File: src/rtl/registers.sv
// 32 x 32 integer register file: two combinational read ports, one write per clock edge.
// Entry 0 has no storage and always reads as zero; writes aimed at it are dropped.
module registers #(
    parameter int DATA_WIDTH = 32,
    parameter int ADDR_WIDTH = 5
) (
    input  logic                  clk,
    input  logic                  rst,
    input  logic [ADDR_WIDTH-1:0] read_register_1,
    input  logic [ADDR_WIDTH-1:0] read_register_2,
    output logic [DATA_WIDTH-1:0] result_1,
    output logic [DATA_WIDTH-1:0] result_2,
    input  logic [ADDR_WIDTH-1:0] write_register,
    input  logic [DATA_WIDTH-1:0] write_data
);

    localparam int NUM_REGS = 2 ** ADDR_WIDTH;

    logic [DATA_WIDTH-1:0] reg_value [NUM_REGS];

    assign reg_value[0] = '0;

    // Each entry is its own flop bank so the async clear reaches all of them at once.
    generate
        for (genvar gi = 1; gi < NUM_REGS; gi++) begin : g_entry
            logic [DATA_WIDTH-1:0] entry_d;
            logic [DATA_WIDTH-1:0] entry_q;

            always_comb begin
                entry_d = entry_q;
                if (write_register == ADDR_WIDTH'(gi)) begin
                    entry_d = write_data;
                end
            end

            always_ff @(posedge clk or negedge rst) begin
                if (!rst) begin
                    entry_q <= '0;
                end else begin
                    entry_q <= entry_d;
                end
            end

            assign reg_value[gi] = entry_q;
        end
    endgenerate

    // No write bypass: a same-cycle write is visible only after the edge.
    always_comb begin
        result_1 = reg_value[read_register_1];
        result_2 = reg_value[read_register_2];
        if (read_register_1 == '0) begin
            result_1 = '0;
        end
        if (read_register_2 == '0) begin
            result_2 = '0;
        end
    end

endmodule

File: config.mk
export PLATFORM = sky130hd
export DESIGN_NAME = registers
export DESIGN_NICKNAME = d
export VERILOG_FILES = /design/src/rtl/registers.sv
export SDC_FILE = /design/constraint.sdc
export NUM_CORES = 2
export LEC_CHECK = 0
export BUFFER_PORTS_ARGS = -buffer_cell sky130_fd_sc_hd__buf_2
export CORE_ASPECT_RATIO = 1.5
export CORE_MARGIN = 8
export CORE_UTILIZATION = 51
export DETAILED_ROUTE_END_ITERATION = 6
export PLACE_DENSITY = 0.66
export SLEW_MARGIN = 0
export SYNTH_ARGS = -nofsm -noshare
export SYNTH_HDL_FRONTEND = slang
export SYNTH_SLANG_ARGS = --single-unit
File: constraint.sdc
create_clock -name clk -period 3.3 [get_ports clk]
set_clock_uncertainty 0.15 [all_clocks]
set_input_delay 0.825 -clock clk [delete_from_list [all_inputs] [get_ports clk]]
set_output_delay 0.825 -clock clk [all_outputs]
set_load 0.02 [all_outputs]
* Word level (Yosys, flattened, before mapping)
Index checks and enable logic that the tools add are counted.
** Storage, ports and cells
- Bits in registers :: 992
- Output and inout port bits :: 64
- Logic and storage cells :: 76
- Input bits :: 49
** Operators by class
- Reduce and logical (&&, ||, !) cells :: 2
- Bitwise operators :: 2
- Order comparisons :: 2
- Multiplexer cells :: 8
- Equality and inequality tests :: 31
** Operators by type and width (count)
- binary-select mux 32 bit (select 5 bit) :: 2
- 2-to-1 mux 32 bit :: 6
- equality test 5 bit (second input constant) :: 16
- equality test 5 x 4 -> 1 bit (second input constant) :: 8
- equality test 5 x 3 -> 1 bit (second input constant) :: 4
- >= comparator 6 bit (second input constant) :: 2
- inverter 5 -> 6 bit :: 2
- equality test 5 x 2 -> 1 bit (second input constant) :: 2
- logical NOT 5 bit :: 2
- equality test 5 x 1 -> 1 bit (second input constant) :: 1

* Longest topological paths before layout
- Word-level depth :: 5
- Mapped depth :: 9
- Mapped depth without buffers :: 4

* Least setup slack after synthesis
No wires, ideal clock.
- Path kind :: in2out
- Start :: input port read_register_1[1]
- End :: output port result_1[31]
- Stages on the path :: 7
- Path slack :: -0.206 ns
- Arrival :: 2.531 ns
- Buffers on the path :: 3
- Required time :: 2.325 ns
- Cell sequence :: buf_2 > buf_6 > or2_2 > buf_2 > o22ai_1 > nor3_1 > nor4b_1
** On the way
- Word-level cells in the longest chain between the ends :: 5
- Elaborated cells on any way between the ends :: 6
- Those cells by class :: 4 x mux; 1 x bitwise; 1 x reduce/logical
** Ends and longest elaborated chain
- from (decl) :: RTL line 9 : input logic [ADDR_WIDTH-1:0] read_register_1,
- inverter 5 -> 6 bit (implied by the code) :: RTL line 50 : result_1 = reg_value[read_register_1];
- binary-select mux 32 bit (select 5 bit) :: RTL line 50
- 2-to-1 mux 32 bit (implied by the code) (2 in a row) :: RTL line 50
- 2-to-1 mux 32 bit (*) :: RTL line 52 : if (read_register_1 == '0) begin
- to (decl) :: RTL line 11 : output logic [DATA_WIDTH-1:0] result_1,
Every way passes the cells marked *; elsewhere a longest branch is shown, timed or not. The select of a mux whose other input is x is not followed.

* Worst setup path in the final report
- Start :: input port read_register_2[1]
- End :: output port result_2[0]
** On the way
- Word-level cells in the longest chain between the ends :: 5
- Elaborated cells on any way between the ends :: 6
- Those cells by class :: 4 x mux; 1 x bitwise; 1 x reduce/logical
** Ends and longest elaborated chain
- from (decl) :: RTL line 10 : input logic [ADDR_WIDTH-1:0] read_register_2,
- inverter 5 -> 6 bit (implied by the code) :: RTL line 51 : result_2 = reg_value[read_register_2];
- binary-select mux 32 bit (select 5 bit) :: RTL line 51
- 2-to-1 mux 32 bit (implied by the code) (2 in a row) :: RTL line 51
- 2-to-1 mux 32 bit (*) :: RTL line 55 : if (read_register_2 == '0) begin
- to (decl) :: RTL line 12 : output logic [DATA_WIDTH-1:0] result_2,
Marks and branches as above.

==> reports/metrics.yaml <==
antenna_found_initial: 11
synth_compound_area_share_pct: 6.549
h-tree-depth: 3
ys.flop_type: "dfrtp_1"
synth.ff_latch_count: 992
power_leakage_uw: 0.02898
setup_ws_ps: -323.3
slew_headroom_pct: 39.85
cts_num_sinks: 992
synth-edff-count: 0
wl_per_cell_um: 32.44
switching_share_pct: 29.83
root_buffer: "clkbuf_16"
synth-simple-area-share_pct: 3.327
track_usage_pct: 31.96
crit_top_cell: "buf_12"
cp_cell_sequence: "buf_16, or2_4, buf_12, buf_12, o22ai_2, nor3_2, nor4_4, buf_4"
clk-insertion-delay-late_ps: 710
crit_buf_inv: 4
clock_path_buffers: 3
synth_xor_area_share_pct: 0
max_stage_delay_ps: 580
synth.avg_cell_area_um2: 13.20
maxSlewViolCount: 0
fp.dieH_um: 413.1
grt_pass1_vias: 40950
dp.cells: 5614
grt_max_degree: 92
cts_tree: "done"
synth_fp_nets: 4110
criticalPathCategory: "input pin to output port"
comb_power_share_pct: 26.0
critical-path-top-delay-family: "simple AND/OR/NAND/NOR gates"
rrSetupSlack_ps: 2300
async_flop_share_pct: 100.0
p_int_uw: 27560
cp_max_fo: 5
worst_pin_slew_ps: 902.3
layout-drive-gt1-share_pct: 52.39
synthAdderAreaFrac_pct: 0
seq_area_frac_synth_pct: 46.29
p_total_uw: 39280
report.final.hold_viol_count: 0
ant_nets: 0
switchingPower_uw: 11720
drt_wl_total_mm: 190.5
p_clk_share_pct: 30.2
drc: 0
ioPinCount: 113
muxShareOfSynthArea_pct: 39.66
violations: "negative setup slack"
worstSetupEndpointType: "output port"
io_buffers: 112
cp.depth: 8
setup_viol: 64
min_path_type: "flop to flop"
drt-vias-per-instance: 6.628
startpoint_type: "input pin"
syn2layout_area_growth_pct: 24.05
rows: 145
final_cells: 5873
min_period_ps: 3623
ys_warn_count: 0
crit_slowest_cell: "nor4_4"
period_share_pct: 109.8
synth_top_family_by_area: "multiplexers"
holdPathStages: 1
die_w_um: 280.8
pre_cts_ws_ps: -661.5
path_clk_slew_ps: 60
grt_pass1_wl_mm: 274.4
ir_worst_vdd_v: 0.0004852
rsz0062_at_grt: "yes"
p_per_area_mw_per_mm2: 590.4
regMostFlops: "g_entry.entry_q"
synth.cell_area_mm2: 0.05363
worst_r2r_path_depth: 1
gp_congestion: 0.8790
overflow: 0
outcome: "finished with violations"
top_regs: "g_entry.entry_q x992"
fp.dieArea_mm2: 0.1160
max_freq_mhz: 276.0
largest_reg_flops: 992
vias: 38930
dp_hpwl_mm: 119.0
initial_core_util_pct: 51.49
cts_made_buffers: 99
finalNetCount: 4442
synth_cell_type_count: 40
maxCapViolations: 0
drt_iter0_markers: 2908
core_mm2: 0.1041
worst_ep_required_time_ps: 2320
first_pass_iters: 7
netlist_instances: 4061
worst-endpoint-arrival_ps: 2650
seq_power_share_pct: 43.8
## synth_stat cells (5+ instances only)
cell         n  share of area (%)
mux2i_1    577                 11
mux2_2    1061                 22
a211oi_1    63               0.88
buf_4       55               0.77
dfrtp_1    992                 46
clkbuf_1   182                1.3
mux2_1      59                1.2
mux4_2     128                5.4
nor4_1       9               0.10
a221oi_1    31               0.51
nor3_1     129                1.2
buf_8        5               0.14
nand2b_1     9               0.10
o22ai_1    287                3.3
buf_2      161                1.5
buf_6       12               0.25
nand2_1     16               0.11
a22oi_1     64               0.90
a221o_1     32               0.60
nor2b_1     42               0.49
nor2_1      14              0.098
a21oi_1     32               0.30
buf_1       14              0.098
or3_1       35               0.41
nand3b_1     5              0.070
nor4_2      23               0.54
## stage by stage
step	TNS (ps)	cell area, um2	hold WS, ps	utilization (%)
global route	-14500	66500	378.2	63.86
finish	-13310	66520	358.3	63.88
global placement	-21930	59550	334.6	57.18
CTS	-13010	64600	356.4	62.04
detailed placement	-22120	59550	341.9	57.18
floorplan	0	53840	319.9	-
## path summary, 6_finish.rpt
path                                    startpoint                 endpoint
max                             read_register_2[1]              result_2[0]
min                         g_entry[12].entry_q[8]   g_entry[12].entry_q[8]
max reg2reg                g_entry[12].entry_q[10]  g_entry[12].entry_q[10]
min reg2reg                 g_entry[12].entry_q[8]   g_entry[12].entry_q[8]
max in group asynchronous                      rst  g_entry[17].entry_q[18]
min in group asynchronous                      rst   g_entry[9].entry_q[31]
## metal layers
layer,global-route usage (%),vias up,routed length (um)
li1,-,16130,-
met1,37.54,20430,69840
met2,54.16,1713,93890
met3,5.338,649,13090
met4,20.18,4,13640
met5,0,-,31
## cells by family (layout without fill, tap and decap cells)
logic type      count (synthesis)  count (layout)
mux                          1825            1825
flops                         992             992
compound gates                510             510
buf+inv                       436             843
simple gates                  298             298
other cells                     0               9
## cell usage in the layout, fill, tap and decap left out, types with 13 or more instances in the layout
cell          n
a211oi_2     36
a221o_1      32
mux2i_1     573
mux2_1       59
buf_4       343
buf_8        13
nor3_1       98
nor4_4       22
mux4_2      128
o22ai_4      20
buf_6        82
buf_12      149
nor3_2       28
clkbuf_8     25
clkinv_2     19
a211oi_4     20
dfrtp_1     992
nor2b_1      35
clkbuf_16   112
o22ai_2      42
buf_16       18
a221oi_1     16
mux2_2     1060
or3_4        29
a21oi_2      23
a22oi_1      49
clkbuf_1     14
a22oi_2      15
buf_2        45
o22ai_1     225
## repair_timing
item	CTS	global route
endpoints found under the setup margin	64	64
cloned	11	12
buffers inserted	22	37
gates resized for setup	242	259
pin swaps	47	114
endpoints found under the hold margin	18	0
hold buffers	1	0
## power by group through the flow
stage          Sequential, uW  Combinational, uW  Clock [uW]
2_1_floorplan           16600               6530           0
3_3_place_gp            17200               8900           0
3_5_place_dp            17400               9100           0
4_1_cts                 17100               9640       12000
5_1_grt                 17600              10800       12400
6_report                17200              10200       11900
## final cells by class
cell class              count  area (um2)
diodes                      9       22.52
clock buffers             139        2899
clock inverters            37       469.2
fillers                  7915       37620
multi-input cells        2633       28720
flip-flops and latches    992       24820
well taps                1396        1747
repair buffers            667        7838
(Power assumes the default switching activity.)
